`src/rtl/onfi_cmd_responder_if.sv`:
```
// Host-to-device ONFI command/address bus plus the decoded reports the NAND model consumes.
// master = host side, slave = device-side responder.
interface onfi_cmd_responder_if;
  logic        onfi_cen;
  logic        onfi_cle;
  logic        onfi_ale;
  logic        onfi_wen;
  logic [31:0] onfi_dq_i;
  logic        onfi_dq_en;
  logic        onfi_rbn;
  logic        cmd_valid;
  logic [7:0]  cmd_code;
  logic        addr_valid;
  logic [39:0] addr_data;
  logic [2:0]  addr_count;
  logic        reset_done;
  logic        proto_err;
  logic [7:0]  status_byte;

  modport master (
    output onfi_cen, onfi_cle, onfi_ale, onfi_wen, onfi_dq_i, onfi_dq_en,
    input  onfi_rbn, cmd_valid, cmd_code, addr_valid, addr_data, addr_count,
           reset_done, proto_err, status_byte
  );

  modport slave (
    input  onfi_cen, onfi_cle, onfi_ale, onfi_wen, onfi_dq_i, onfi_dq_en,
    output onfi_rbn, cmd_valid, cmd_code, addr_valid, addr_data, addr_count,
           reset_done, proto_err, status_byte
  );
endinterface

```
`src/rtl/onfi_cmd_responder.sv`:
```
// ONFI device-side command/address latch decoder with RESET busy window on R/B#.
// Outputs registered, one cycle after the sampling edge; no backpressure, every edge is consumed.
module onfi_cmd_responder #(
  parameter int RST_BUSY_CYCLES  = 16,
  parameter int READ_ADDR_CYCLES = 5
) (
  input logic                  onfi_clk,
  input logic                  onfi_rstn,
  onfi_cmd_responder_if.slave  bus
);
  localparam int CW = $clog2(RST_BUSY_CYCLES + 1);
  localparam logic [CW-1:0] CNT_LOAD = CW'(RST_BUSY_CYCLES);
  localparam logic [2:0]    RD_CYC   = 3'(READ_ADDR_CYCLES);

  typedef enum logic [1:0] {S_IDLE, S_ADDR, S_BUSY} state_e;

  state_e        state_q, state_d;
  logic [CW-1:0] cnt_q, cnt_d;
  logic [2:0]    exp_q, exp_d;
  logic [2:0]    addr_count_q, addr_count_d;
  logic [39:0]   addr_data_q, addr_data_d;
  logic [7:0]    cmd_code_q, cmd_code_d;
  logic          rbn_q, rbn_d;
  logic          cmd_valid_q, cmd_valid_d;
  logic          addr_valid_q, addr_valid_d;
  logic          reset_done_q, reset_done_d;
  logic          proto_err_q, proto_err_d;
  logic          do_cmd;

  logic       latch, cmd_lat, adr_lat, both_lat;
  logic [7:0] dq_byte;
  logic       unused_dq;

  assign latch     = !bus.onfi_cen && bus.onfi_wen && bus.onfi_dq_en;
  assign cmd_lat   = latch && bus.onfi_cle && !bus.onfi_ale;
  assign adr_lat   = latch && !bus.onfi_cle && bus.onfi_ale;
  assign both_lat  = latch && bus.onfi_cle && bus.onfi_ale;
  assign dq_byte   = bus.onfi_dq_i[7:0];
  assign unused_dq = ^bus.onfi_dq_i[31:8];

  always_comb begin
    state_d      = state_q;
    cnt_d        = cnt_q;
    exp_d        = exp_q;
    addr_count_d = addr_count_q;
    addr_data_d  = addr_data_q;
    cmd_code_d   = cmd_code_q;
    rbn_d        = rbn_q;
    cmd_valid_d  = 1'b0;
    addr_valid_d = 1'b0;
    reset_done_d = 1'b0;
    proto_err_d  = 1'b0;
    do_cmd       = 1'b0;

    case (state_q)
      S_IDLE: begin
        if (cmd_lat)      do_cmd      = 1'b1;
        else if (adr_lat) proto_err_d = 1'b1;
      end
      S_ADDR: begin
        if (bus.onfi_cen) begin
          proto_err_d = 1'b1;
          state_d     = S_IDLE;
        end else if (cmd_lat) begin
          // Abort the phase, then handle the command as if from IDLE.
          proto_err_d = 1'b1;
          do_cmd      = 1'b1;
        end else if (adr_lat) begin
          for (int i = 0; i < 5; i++) begin
            if (addr_count_q == 3'(i)) addr_data_d[8*i +: 8] = dq_byte;
          end
          addr_count_d = addr_count_q + 3'd1;
          if (addr_count_q + 3'd1 == exp_q) begin
            addr_valid_d = 1'b1;
            state_d      = S_IDLE;
          end
        end
      end
      S_BUSY: begin
        cnt_d = cnt_q - CW'(1);
        if (cnt_q == CW'(1)) begin
          rbn_d        = 1'b1;
          reset_done_d = 1'b1;
          state_d      = S_IDLE;
        end
        if (cmd_lat) begin
          if (dq_byte == 8'hFF) begin
            // A repeated RESET restarts the window, overriding expiry.
            cmd_valid_d  = 1'b1;
            cmd_code_d   = dq_byte;
            cnt_d        = CNT_LOAD;
            rbn_d        = 1'b0;
            reset_done_d = 1'b0;
            state_d      = S_BUSY;
          end else if (dq_byte == 8'h70) begin
            cmd_valid_d = 1'b1;
            cmd_code_d  = dq_byte;
          end else begin
            proto_err_d = 1'b1;
          end
        end else if (adr_lat) begin
          proto_err_d = 1'b1;
        end
      end
      default: state_d = S_IDLE;
    endcase

    if (both_lat) proto_err_d = 1'b1;

    if (do_cmd) begin
      cmd_code_d  = dq_byte;
      cmd_valid_d = 1'b1;
      case (dq_byte)
        8'hFF: begin
          state_d = S_BUSY;
          rbn_d   = 1'b0;
          cnt_d   = CNT_LOAD;
        end
        8'h90, 8'h00: begin
          state_d      = S_ADDR;
          exp_d        = (dq_byte == 8'h90) ? 3'd1 : RD_CYC;
          addr_count_d = '0;
          addr_data_d  = '0;
        end
        default: state_d = S_IDLE;
      endcase
    end
  end

  always_ff @(posedge onfi_clk or negedge onfi_rstn) begin
    if (!onfi_rstn) begin
      state_q      <= S_IDLE;
      cnt_q        <= '0;
      exp_q        <= '0;
      addr_count_q <= '0;
      addr_data_q  <= '0;
      cmd_code_q   <= '0;
      rbn_q        <= 1'b1;
      cmd_valid_q  <= 1'b0;
      addr_valid_q <= 1'b0;
      reset_done_q <= 1'b0;
      proto_err_q  <= 1'b0;
    end else begin
      state_q      <= state_d;
      cnt_q        <= cnt_d;
      exp_q        <= exp_d;
      addr_count_q <= addr_count_d;
      addr_data_q  <= addr_data_d;
      cmd_code_q   <= cmd_code_d;
      rbn_q        <= rbn_d;
      cmd_valid_q  <= cmd_valid_d;
      addr_valid_q <= addr_valid_d;
      reset_done_q <= reset_done_d;
      proto_err_q  <= proto_err_d;
    end
  end

  assign bus.onfi_rbn    = rbn_q;
  assign bus.cmd_valid   = cmd_valid_q;
  assign bus.cmd_code    = cmd_code_q;
  assign bus.addr_valid  = addr_valid_q;
  assign bus.addr_data   = addr_data_q;
  assign bus.addr_count  = addr_count_q;
  assign bus.reset_done  = reset_done_q;
  assign bus.proto_err   = proto_err_q;
  assign bus.status_byte = {1'b1, rbn_q, rbn_q, 5'b0};
endmodule

```
`src/flat_wrapper.sv`:
```
// flat-port wrapper written by rule: the top's interface ports become plain ports
module onfi_cmd_responder_flat 
#(
  parameter int RST_BUSY_CYCLES  = 16,
  parameter int READ_ADDR_CYCLES = 5
)
  (onfi_clk, onfi_rstn, bus_onfi_cen, bus_onfi_cle, bus_onfi_ale, bus_onfi_wen, bus_onfi_dq_i, bus_onfi_dq_en, bus_onfi_rbn, bus_cmd_valid, bus_cmd_code, bus_addr_valid, bus_addr_data, bus_addr_count, bus_reset_done, bus_proto_err, bus_status_byte);
  onfi_cmd_responder_if bus_i ();
  input logic onfi_clk;
  input logic onfi_rstn;
  input wire logic [$bits(bus_i.onfi_cen)-1:0] bus_onfi_cen;
  input wire logic [$bits(bus_i.onfi_cle)-1:0] bus_onfi_cle;
  input wire logic [$bits(bus_i.onfi_ale)-1:0] bus_onfi_ale;
  input wire logic [$bits(bus_i.onfi_wen)-1:0] bus_onfi_wen;
  input wire logic [$bits(bus_i.onfi_dq_i)-1:0] bus_onfi_dq_i;
  input wire logic [$bits(bus_i.onfi_dq_en)-1:0] bus_onfi_dq_en;
  output wire logic [$bits(bus_i.onfi_rbn)-1:0] bus_onfi_rbn;
  output wire logic [$bits(bus_i.cmd_valid)-1:0] bus_cmd_valid;
  output wire logic [$bits(bus_i.cmd_code)-1:0] bus_cmd_code;
  output wire logic [$bits(bus_i.addr_valid)-1:0] bus_addr_valid;
  output wire logic [$bits(bus_i.addr_data)-1:0] bus_addr_data;
  output wire logic [$bits(bus_i.addr_count)-1:0] bus_addr_count;
  output wire logic [$bits(bus_i.reset_done)-1:0] bus_reset_done;
  output wire logic [$bits(bus_i.proto_err)-1:0] bus_proto_err;
  output wire logic [$bits(bus_i.status_byte)-1:0] bus_status_byte;
  assign bus_i.onfi_cen = bus_onfi_cen;
  assign bus_i.onfi_cle = bus_onfi_cle;
  assign bus_i.onfi_ale = bus_onfi_ale;
  assign bus_i.onfi_wen = bus_onfi_wen;
  assign bus_i.onfi_dq_i = bus_onfi_dq_i;
  assign bus_i.onfi_dq_en = bus_onfi_dq_en;
  assign bus_onfi_rbn = bus_i.onfi_rbn;
  assign bus_cmd_valid = bus_i.cmd_valid;
  assign bus_cmd_code = bus_i.cmd_code;
  assign bus_addr_valid = bus_i.addr_valid;
  assign bus_addr_data = bus_i.addr_data;
  assign bus_addr_count = bus_i.addr_count;
  assign bus_reset_done = bus_i.reset_done;
  assign bus_proto_err = bus_i.proto_err;
  assign bus_status_byte = bus_i.status_byte;
  onfi_cmd_responder #(.RST_BUSY_CYCLES(RST_BUSY_CYCLES), .READ_ADDR_CYCLES(READ_ADDR_CYCLES)) u_core (.onfi_clk(onfi_clk), .onfi_rstn(onfi_rstn), .bus(bus_i));
endmodule
```
`config.mk`:
```
export PLATFORM = sky130hd
export DESIGN_NAME = onfi_cmd_responder_flat
export DESIGN_NICKNAME = d
export VERILOG_FILES = /design/src/rtl/onfi_cmd_responder_if.sv /design/src/rtl/onfi_cmd_responder.sv /design/src/flat_wrapper.sv
export SDC_FILE = /design/constraint.sdc
export NUM_CORES = 1
export LEC_CHECK = 0
export ABC_AREA = 1
export BUFFER_PORTS_ARGS = -buffer_cell sky130_fd_sc_hd__buf_2
export CORE_MARGIN = 5
export CORE_UTILIZATION = 40
export DETAILED_ROUTE_END_ITERATION = 10
export PLACE_DENSITY_LB_ADDON = 0.05
export SLEW_MARGIN = 20
export SYNTH_ARGS = -nofsm -noshare
export SYNTH_HDL_FRONTEND = slang
export SYNTH_SLANG_ARGS = --single-unit
```
`constraint.sdc`:
```
create_clock -name onfi_clk -period 1.95 [get_ports onfi_clk]
set_input_delay 0 -clock onfi_clk [delete_from_list [all_inputs] [get_ports onfi_clk]]
set_output_delay 0 -clock onfi_clk [all_outputs]
set_load 0.1 [all_outputs]
```
==> impl_metrics.py, run 1 <==
metrics = {
    "status": {
        "status": "finished, final reports clean",
    },
    "floorplan": {
        "core-area_um2": 8090,
        "design.portCount": 103,
        "placementRows": 33,
        "die_y_um": 101,
        "die_w_um": 101,
        "fp.dieArea_um2": 10100,
        "initial_utilization": 0.405,
    },
    "clocking": {
        "tritoncts": "built",
        "cts_buffers": 9,
        "cts-htree-levels": 3,
        "clk_pin_slew_worst_paths_ns": 0.07,
        "total_setup_buffers_inserted_after_cts": 0,
        "ctsLongestPathBuffers": 2,
        "worst_skew_pair.late_latency_ns": 0.34,
        "clock_sink_count": 65,
        "clk_root_buffer_cell": "clkbuf_8",
    },
    "setup_path": {
        "path_buf_inv": 2,
        "element_type_at_the_critical_path_start": "flip-flop",
        "crit_path_max_fo": 19,
        "critical_path.endpoint_type": "flip-flop",
        "criticalPathCategory": "reg2reg",
        "critPathArrivalTime_ns": 1.86,
        "worstPathRequired_ns": 2.15,
        "cp_slowest_cell": "dfrtp_1",
        "kind_of_cell_adding_the_most_delay_to_the_critical_path": "simple AND/OR/NAND/NOR gates",
        "critical_path.max_stage_delay_ns": 0.41,
        "most_prevalent_standard_cell_on_the_critical_path": "nand2_1",
        "crit_path_cell_trace": "inv_2 -> nand2_1 -> nor2_2 -> inv_2 -> nor2_8 -> nand2_1 -> nand2_1 -> a21oi_1",
    },
    "power_and_ir_drop": {
        "post-layout-total-power_mw": 3.25,
        "irDropWorstVdd_mv": 0.345,
        "power_leakage_nw": 2.26,
        "power_density_nw_per_um2": 842,
    },
    "place": {
        "detailed_place_hpwl_um": 5530,
        "gp_routability_congestion": 0.746,
        "pre_cts_slack_ns": 0.308,
        "count_of_input_and_output_buffers": 72,
    },
    "routing": {
        "drc_errors": 0,
        "ratio_of_routed_vias_to_standard_cells": 4.64,
        "antenna_left": 0,
        "avgRoutedWirePerCell_um": 13.6,
        "vias": 2783,
        "drt_first_pass_iters": 4,
        "drtIter0Drc": 136,
        "routed_wl_um": 8140,
    },
    "sta": {
        "max_freq_ghz": 0.604,
        "finalCritPeriodShare": 0.849,
        "finalMaxSlewViolations": 0,
        "period_needed_ns": 1.65,
        "timing.setup.tns_ns": 0,
        "fin_ws_ns": 0.295,
        "final_setup_skew_ns": 0.0138,
        "finalSetupViolCount": 0,
        "rsz0062_at_grt": "false",
        "hold_violations": 0,
    },
    "finish": {
        "nNetsFinal": 536,
        "layout_commonest_cell": "nand2_1",
        "drive_above_1_share": 0.228,
        "mostFrequentLayoutCells": "nand2_1, buf_2, nor2_1",
        "antennaDiodeCount": 0,
        "syn_to_final_growth_pct": 17.8,
    },
    "global_routing": {
        "groute.usage.overall": 0.174,
        "grt_start_max_net_pins": 30,
        "grt_antenna_before_repair": 0,
        "first_global_vias": 2707,
        "gr-total-overflow": 0,
        "grt_first_pass_wirelength_um": 13700,
    },
    "synth": {
        "avg_inst_size_synth_um2": 7.81,
        "mappedNetlistArea_um2": 3280,
        "synthesized_instance_count": 420,
        "ys_ff_latch": 65,
        "synth.yosys.warnings": 0,
        "synth_cell_types": 28,
        "synth_sequential_area_ratio": 0.496,
    },
    "hold_path": {
        "worst_hold_path_type": "in2reg",
    },
    "flow_run": {
        "maxCapViolCount": 0,
    },
}
==> final cells by class <==
cell class,instances,area (µm²)
well taps,105,131
multi-input cells,283,1300
fillers,852,4230
repair buffers,82,448
clock inverters,4,20.0
inverters,49,184
clock buffers,12,145
flip-flops and latches,65,1630
==> registers in the layout (all words and copies together) (netlist names) <==
signal	count
u_core.bus.addr_count	3
u_core.bus.cmd_code	8
u_core.bus.proto_err	1
u_core.bus.cmd_valid	1
u_core.cnt_q	5
u_core.bus.reset_done	1
u_core.state_q	2
u_core.bus.addr_valid	1
u_core.bus.onfi_rbn	1
u_core.exp_q	2
u_core.bus.addr_data	40
==> through the flow <==
| stage | cells | hold slack, ns | utilization | instance area [µm²] |
|---|---|---|---|---|
| after floorplan | 424 | -0.296 | - | 3300 |
| after global placement | 579 | -0.0598 | 0.451 | 3650 |
| after detailed placement | 579 | -0.0641 | 0.451 | 3650 |
| after CTS | 600 | 0.00466 | 0.477 | 3860 |
| after global routing | 600 | 0.0109 | 0.477 | 3860 |
| final | 600 | 0.0114 | 0.477 | 3860 |
==> power by group <==
part,total [mW],leakage [nW],internal (mW),switching [mW]
logic,0.798,1.43,0.128,0.670
clock network,0.992,0.0899,0.488,0.504
registers,1.46,0.737,1.42,0.0469
total,3.25,2.26,2.03,1.22
==> cell usage after synthesis, drive strengths merged <==
cell type	n	area, µm²
a21oi	20	100
clkbuf	2	7.51
xnor2	1	8.76
or2	2	12.5
nand4	1	6.26
inv	48	180
ha	7	87.6
dfrtp	64	1600
clkinv	1	3.75
a21boi	1	7.51
dfstp	1	26.3
nor2	74	307
conb	2	7.51
xor2	3	26.3
o21ai	1	5.00
nor3	4	20.0
and3	1	6.26
nand3	39	205
buf	25	171
nand2	123	489
==> cells by family (layout without fill, tap and decap cells) <==
kind of cell / Yosys count / in the layout / share of synthesized area
AOI/OAI and AO/OA: 22 / 22 / 0.0343
adders and majority gates: 7 / 7 / 0.0267
other: 2 / 6 / 0.00229
xor gates and xnor gates: 4 / 4 / 0.0107
and+or+nand+nor: 244 / 244 / 0.319
DFF: 65 / 65 / 0.496
buffers and inverters: 76 / 147 / 0.111
==> tightest hold or removal path: stages <==
cell and delay, ns:
buf_2 0.18, nand2_1 0.09, nand2_1 0.04
==> final timing paths <==
check                                   from                        to  slack, ns  cells after the start
setup / recovery           u_core.state_q[1]  u_core.bus.addr_data[30]       0.30                      8
hold / removal              bus_onfi_dq_i[5]    u_core.bus.cmd_code[5]       0.01                      3
setup reg to reg           u_core.state_q[1]  u_core.bus.addr_data[30]       0.30                      8
hold reg to reg              u_core.exp_q[0]           u_core.exp_q[0]       0.50                      1
max in group asynchronous          onfi_rstn   u_core.bus.addr_data[3]       1.13                      3
min in group asynchronous          onfi_rstn  u_core.bus.addr_data[28]       0.09                      2
==> repair_timing <==
item,4_1_cts,5_1_grt
gates resized for setup,0,0
hold buffers,5,0
hold endpoints to repair,38,0
==> routing by layer <==
metal  track usage  vias up  share of wire
met5             0        -              0
met4        0.0715        0          0.014
met3        0.0450        8          0.052
met2         0.264       64           0.46
met1         0.237     1316           0.47
li1              -     1395              -
Note: power is estimated with default switching activity, not from simulation.
==> run 2: changes to the inputs <==
--- a/config.mk
+++ b/config.mk
@@ -5,7 +5,7 @@
 export SDC_FILE = /design/constraint.sdc
 export NUM_CORES = 1
 export LEC_CHECK = 0
-export ABC_AREA = 1
+export ABC_AREA = 0
 export BUFFER_PORTS_ARGS = -buffer_cell sky130_fd_sc_hd__buf_2
 export CORE_MARGIN = 5
 export CORE_UTILIZATION = 40
==> constraint.sdc (replaced) <==
create_clock -name onfi_clk -period 1.45 [get_ports onfi_clk]
set_input_delay 0 -clock onfi_clk [delete_from_list [all_inputs] [get_ports onfi_clk]]
set_output_delay 0 -clock onfi_clk [all_outputs]
set_load 0.1 [all_outputs]
==> run 2 against run 1 <==
  * The run now ends with setup timing left
  * Critical path depth fell by 2
  * Synthesized area down 2.3%
  * Setup slack worse by 0.80 ns
  * Sequential power grew 32%
  * Count of clock-buffer cells in the layout unchanged
  * Final area up 18%
  * Sequential cell count unchanged
  * Final cell count fell by 13%
  * Register-to-register slack got worse by 0.80 ns
  * Routed wire length grew 2.9%
==> impl_metrics.py, run 2 <==
metrics = {
    "status": {
        "status": "finished with violations",
        "violations": "setup timing",
    },
    "global_routing": {
        "grt_first_pass_wirelength_um": 13700,
        "groute.usage.overall": 0.176,
        "grt.met1_usage": 0.233,
        "first_global_vias": 2576,
        "grt_antenna_before_repair": 0,
        "gr-total-overflow": 0,
        "grt_start_max_net_pins": 66,
        "grtUsageMet2": 0.277,
        "grt.busiest_layer": "met2",
        "grtUsageMet3": 0.0554,
    },
    "sta": {
        "period_needed_ns": 1.96,
        "final_setup_skew_ns": 0.00776,
        "finalCritPeriodShare": 1.35,
        "timing.max_slew.rel_slack": 0.660,
        "rsz0062_at_grt": "true",
        "max_freq_ghz": 0.510,
        "finalSetupViolCount": 58,
        "hold_violations": 0,
        "fin_ws_ns": -0.510,
        "finalMaxSlewViolations": 0,
        "worst-slew-pin-transition_ns": 0.513,
    },
    "setup_path": {
        "critPathArrivalTime_ns": 2.19,
        "criticalPathCategory": "reg2reg",
        "worstPathRequired_ns": 1.68,
        "crit_path_cell_trace": "ha_4 -> ha_4 -> xnor2_1 -> or3_1 -> or3_1 -> a41o_1",
        "critical_path.max_stage_delay_ns": 0.49,
        "rrSetupSlack_ns": -0.51,
        "critical_path.endpoint_type": "flip-flop",
        "crit_path_max_fo": 2,
        "element_type_at_the_critical_path_start": "flip-flop",
        "cp_slowest_cell": "dfrtp_4",
    },
    "synth": {
        "asyncSetResetFlopFracSynth": 1.00,
        "synth_cell_types": 50,
        "synth.yosys.warnings": 0,
        "synth.cells.most_frequent": "dfrtp_1, nor2_1, mux2i_1",
        "avg_inst_size_synth_um2": 11.0,
        "post-synth-top-count-cell": "dfrtp_1",
        "synth.area.top_cells": "dfrtp_1, mux2i_1, nor2_1",
        "synth_largest_type_area_fraction": 0.500,
        "yosys.area.top_type": "dfrtp_1",
        "dominantRegCellSynth": "dfrtp_1",
        "synth_sequential_area_ratio": 0.508,
        "synth-edff-count": 0,
        "synthesized_instance_count": 290,
        "mappedNetlistArea_um2": 3200,
        "ys_ff_latch": 65,
    },
    "hold_path": {
        "worst_hold_path_type": "in2reg",
    },
    "routing": {
        "drtIter0Drc": 92,
        "ratio_of_routed_vias_to_standard_cells": 4.85,
        "routed_wl_um": 8380,
        "antenna_left": 0,
        "drt_first_pass_iters": 4,
        "avgRoutedWirePerCell_um": 16.0,
        "vias": 2548,
        "drc_errors": 0,
    },
    "floorplan": {
        "initial_utilization": 0.412,
        "design.portCount": 103,
        "fp.dieArea_um2": 9900,
        "die_w_um": 99.5,
        "die_y_um": 99.5,
        "core-area_um2": 7770,
        "placementRows": 32,
    },
    "finish": {
        "mostFrequentLayoutCells": "buf_2, dfrtp_1, nor2_1",
        "drive_above_1_share": 0.453,
        "final-instance-count-excl-fill": 525,
        "post-route-util": 0.585,
        "syn_to_final_growth_pct": 41.8,
        "flip_flop_count_of_the_largest_register_after_layout": 40,
        "n_fill_cell": 690,
        "nNetsFinal": 463,
        "layout_commonest_cell": "buf_2",
    },
    "power_and_ir_drop": {
        "power_density_nw_per_um2": 946,
        "power_leakage_nw": 2.24,
        "post-layout-total-power_mw": 4.30,
        "irDropWorstVdd_mv": 0.561,
    },
    "place": {
        "pre_cts_slack_ns": -0.534,
        "gp_routability_congestion": 0.797,
        "detailed_place_hpwl_um": 5810,
        "count_of_input_and_output_buffers": 72,
        "placedCellCount": 495,
    },
    "clocking": {
        "cts_buffers": 9,
        "tritoncts": "built",
        "clock_sink_count": 65,
        "clk_root_buffer_cell": "clkbuf_8",
        "clk_pin_slew_worst_paths_ns": 0.07,
        "cts-htree-levels": 3,
        "ctsLongestPathBuffers": 2,
        "worst_skew_pair.late_latency_ns": 0.35,
    },
    "flow_run": {
        "maxCapViolCount": 0,
    },
}
-- run 2: cell types whose count changed after synthesis, moves of 6 or more --
cell      previous run  this run
nand2_1            118        17
mux2i_1              0        42
inv_1               45         8
nand3_1             37         5
a21oi_1             20         3
nor2_1              68        52
buf_2               11         3
nand2b_1             0         7
xnor2_1              1         7
-- run 2: routing by layer --
metal | up-vias | share of wire
met5 | - | 0
met4 | 0 | 0.0088
met3 | 8 | 0.061
met2 | 68 | 0.48
met1 | 1239 | 0.45
li1 | 1233 | -
-- run 2: worst max-delay path: cells and delay by family, from the launching register on --
kind | cells | cell delay [ns]
AO/OA/AOI/OAI | 1 | 0.21
XOR/XNOR | 1 | 0.11
adder cells (fa/ha/maj) | 2 | 0.38
flip-flops | 1 | 0.49
AND/OR/NAND/NOR | 2 | 0.66
-- run 2: kinds of logic (layout without fill, tap and decap cells) --
kind of cell | count (synthesis) | after routing | synth area share
compound gates | 20 | 20 | 0.0434
xor+xnor | 8 | 8 | 0.0219
fa+ha+maj | 7 | 7 | 0.0273
buf+inv | 31 | 159 | 0.0660
flops | 65 | 65 | 0.508
mux | 44 | 44 | 0.139
other cells | 2 | 7 | 0.00234
simple gates | 113 | 113 | 0.191
-- run 2: timing repair --
item / 4_1_cts / 5_1_grt
endpoints found under the setup margin: 57 / 61
hold endpoints to repair: 67 / 0
gates resized for setup: 17 / 26
hold buffers: 5 / 0
cloned: 0 / 2
setup buffers: 5 / 3
pin swaps: 4 / 11
-- run 2: path summary, 6_finish.rpt --
path / from / endpoint / cells after the start
worst max-delay path: u_core.bus.addr_count[0] / u_core.state_q[0] / 6
worst min-delay path: bus_onfi_dq_i[6] / u_core.bus.addr_data[6] / 3
worst max register to register: u_core.bus.addr_count[0] / u_core.state_q[0] / 6
worst min register to register: u_core.bus.cmd_code[6] / u_core.bus.cmd_code[6] / 2
max in group asynchronous: onfi_rstn / u_core.bus.onfi_rbn / 3
min in group asynchronous: onfi_rstn / u_core.bus.addr_count[0] / 3
-- run 2: layout make-up --
type	instances	area, µm²	share of cell area
clock buffers	12	165	0.0364
diodes	1	2.50	0.000551
flip-flops and latches	65	1640	0.361
repair buffers	135	977	0.215
clock inverters	4	26.3	0.00579
multi-input cells	198	1570	0.346
inverters	8	32.5	0.00716
well taps	102	128	0.0281
-- run 2: report_power, final --
group	switching [mW]	internal [mW]	leakage [nW]
logic	0.709	0.189	1.28
registers	0.0416	1.88	0.861
clock network	0.717	0.758	0.0984
total	1.47	2.83	2.24
-- run 2: per-stage QoR --
| stage | hold slack, ns | area, µm² | TNS, ns |
|---|---|---|---|
| 2_1_floorplan | -0.296 | 3300 | -21.80 |
| 3_3_place_gp | 0.0489 | 4050 | -18.49 |
| 3_5_place_dp | 0.0485 | 4050 | -18.59 |
| 4_1_cts | 0.00652 | 4390 | -16.28 |
| 5_1_grt | 0.0678 | 4540 | -19.79 |
| 6_report | 0.00613 | 4540 | -16.01 |
==> run 3: changes to the inputs <==
--- a/config.mk
+++ b/config.mk
@@ -8,7 +8,7 @@
 export ABC_AREA = 0
 export BUFFER_PORTS_ARGS = -buffer_cell sky130_fd_sc_hd__buf_2
 export CORE_MARGIN = 5
-export CORE_UTILIZATION = 40
+export CORE_UTILIZATION = 46
 export DETAILED_ROUTE_END_ITERATION = 10
 export PLACE_DENSITY_LB_ADDON = 0.05
 export SLEW_MARGIN = 20
==> run 3 against run 2 <==
  * The run still ends with setup timing left
  * Setup slack worse by 0.031 ns
  * Critical path type unchanged
  * Core utilization is 7.8 points higher
  * Hold slack better by 0.031 ns
  * Die area is 12% lower
==> impl_metrics.py, run 3 (same netlist as run 2, synthesis figures left out) <==
metrics = {
    "flow_run": {
        "maxCapViolCount": 0,
    },
    "setup_path": {
        "rrSetupSlack_ns": -0.54,
        "critical_path.endpoint_type": "flip-flop",
        "critPathLaunch": "u_core.bus.addr_count[1]",
        "critPathCapture": "u_core.state_q[0]",
        "criticalPathCategory": "reg2reg",
        "ff2ff_path_depth": 6,
        "worstPathRequired_ns": 1.68,
        "worstReg2RegStart": "u_core.bus.addr_count[1]",
        "worstReg2RegEnd": "u_core.state_q[0]",
        "crit_path_max_fo": 2,
        "critPathArrivalTime_ns": 2.22,
        "element_type_at_the_critical_path_start": "flip-flop",
    },
    "floorplan": {
        "die_w_um": 93.4,
        "core-area_um2": 6790,
        "fp.dieArea_um2": 8730,
        "die_y_um": 93.4,
        "design.portCount": 103,
        "initial_utilization": 0.471,
        "placementRows": 30,
    },
    "sta": {
        "period_needed_ns": 1.99,
        "timing.setup.tns_ns": -14.48,
        "finalCritPeriodShare": 1.37,
        "finalMaxSlewViolations": 0,
        "hold_violations": 0,
        "rsz0062_at_grt": "true",
        "final_setup_skew_ns": 0.0101,
        "fin_ws_ns": -0.541,
        "max_freq_ghz": 0.502,
        "finalSetupViolCount": 47,
    },
    "finish": {
        "flip_flop_count_of_the_largest_register_after_layout": 40,
        "mostFrequentLayoutCells": "buf_2, dfrtp_1, nor2_1",
        "nNetsFinal": 458,
        "post-route-util": 0.663,
        "final_area_um2": 4500,
        "drive_above_1_share": 0.446,
        "antennaDiodeCount": 0,
        "layout_commonest_cell": "buf_2",
        "final-instance-count-excl-fill": 513,
        "syn_to_final_growth_pct": 40.5,
    },
    "status": {
        "violations": "setup timing",
        "status": "finished with violations",
    },
    "clocking": {
        "tritoncts": "built",
        "clock_sink_count": 65,
        "cts_buffers": 9,
        "cts-htree-levels": 3,
        "clk_root_buffer_cell": "clkbuf_8",
        "worst_skew_pair.late_latency_ns": 0.34,
        "ctsLongestPathBuffers": 2,
        "clk_pin_slew_worst_paths_ns": 0.08,
    },
    "power_and_ir_drop": {
        "power_density_nw_per_um2": 985,
        "irDropWorstVdd_mv": 0.632,
        "pwr-share-comb": 0.196,
        "power_leakage_nw": 2.25,
        "power.switching_mw": 1.45,
        "fraction_of_power_spent_switching_nets": 0.327,
        "power.sequential.fraction": 0.435,
        "p_int_mw": 2.99,
        "clock_power_share": 0.370,
    },
    "global_routing": {
        "groute.usage.overall": 0.199,
        "grt_start_max_net_pins": 66,
        "gr-total-overflow": 0,
        "grt_antenna_before_repair": 0,
        "grt_first_pass_wirelength_um": 13400,
        "first_global_vias": 2632,
    },
    "routing": {
        "routed_wl_um": 8130,
        "drt_first_pass_iters": 4,
        "drc_errors": 0,
        "antenna_left": 0,
        "vias": 2503,
        "ratio_of_routed_vias_to_standard_cells": 4.88,
        "drtIter0Drc": 93,
        "avgRoutedWirePerCell_um": 15.9,
    },
    "place": {
        "gp_routability_congestion": 0.775,
        "detailed_place_hpwl_um": 5460,
        "placedCellCount": 486,
        "count_of_input_and_output_buffers": 72,
        "pre_cts_slack_ns": -0.549,
        "placed_area_um2": 4030,
    },
    "hold_path": {
        "worst_hold_path_type": "in2reg",
    },
}
run 3: worst min-delay path by stage:
stage | end | slack [ns] | start | cells after the start
final | u_core.bus.addr_data[4] | 0.04 | bus_onfi_dq_i[4] | 3
after global placement | u_core.bus.addr_count[2] | 0.05 | onfi_rstn | 2
after detailed placement | u_core.exp_q[0] | 0.05 | onfi_rstn | 2
after global routing | u_core.exp_q[2] | 0.06 | bus_onfi_dq_i[4] | 3
after floorplan | u_core.bus.addr_data[0] | -0.30 | onfi_rstn | 0
after CTS | u_core.bus.addr_data[4] | 0.02 | bus_onfi_dq_i[4] | 3
run 3: through the flow:
step | hold WS (ns) | total power [mW]
4_1_cts | 0.0160 | 4.47
3_3_place_gp | 0.0485 | 2.82
5_1_grt | 0.0631 | 4.63
3_5_place_dp | 0.0504 | 2.82
2_1_floorplan | -0.296 | 2.62
6_report | 0.0371 | 4.43
run 3: metal layers:
layer | up-vias | share of wire | track usage
li1 | 1222 | - | -
met1 | 1210 | 0.44 | 0.256
met2 | 63 | 0.49 | 0.326
met3 | 8 | 0.064 | 0.0467
met4 | 0 | 0.0085 | 0.0696
met5 | - | 0 | 0
run 3: power groups by stage:
stage | sequential [mW] | clock, mW | combinational, mW
after floorplan | 2.38 | 0 | 0.241
after global placement | 1.96 | 0 | 0.858
after detailed placement | 1.96 | 0 | 0.862
after CTS | 1.92 | 1.68 | 0.871
after global routing | 1.93 | 1.78 | 0.921
final | 1.93 | 1.64 | 0.868
run 3: final cells by class:
class                   count  area, µm²
clock buffers              12        165
inverters                   8       35.0
multi-input cells         198       1520
clock inverters             4       50.0
repair buffers            130        968
well taps                  96        120
flip-flops and latches     65       1640
fillers                   555       2290
run 3: what timing repair did:
item	in CTS	in global routing
resized for setup	11	21
buffers inserted	2	5
pin swaps	5	10
hold buffers	3	0
endpoints found under the setup margin	58	61
endpoints found under the hold margin	66	0
cloned	1	2
run 3: worst max-delay path: stages (launching register included):
cell     delay [ns]
dfrtp_4        0.49
ha_4           0.17
ha_4           0.21
xnor2_1        0.12
or3_4          0.37
or3_1          0.31
a41o_1         0.21
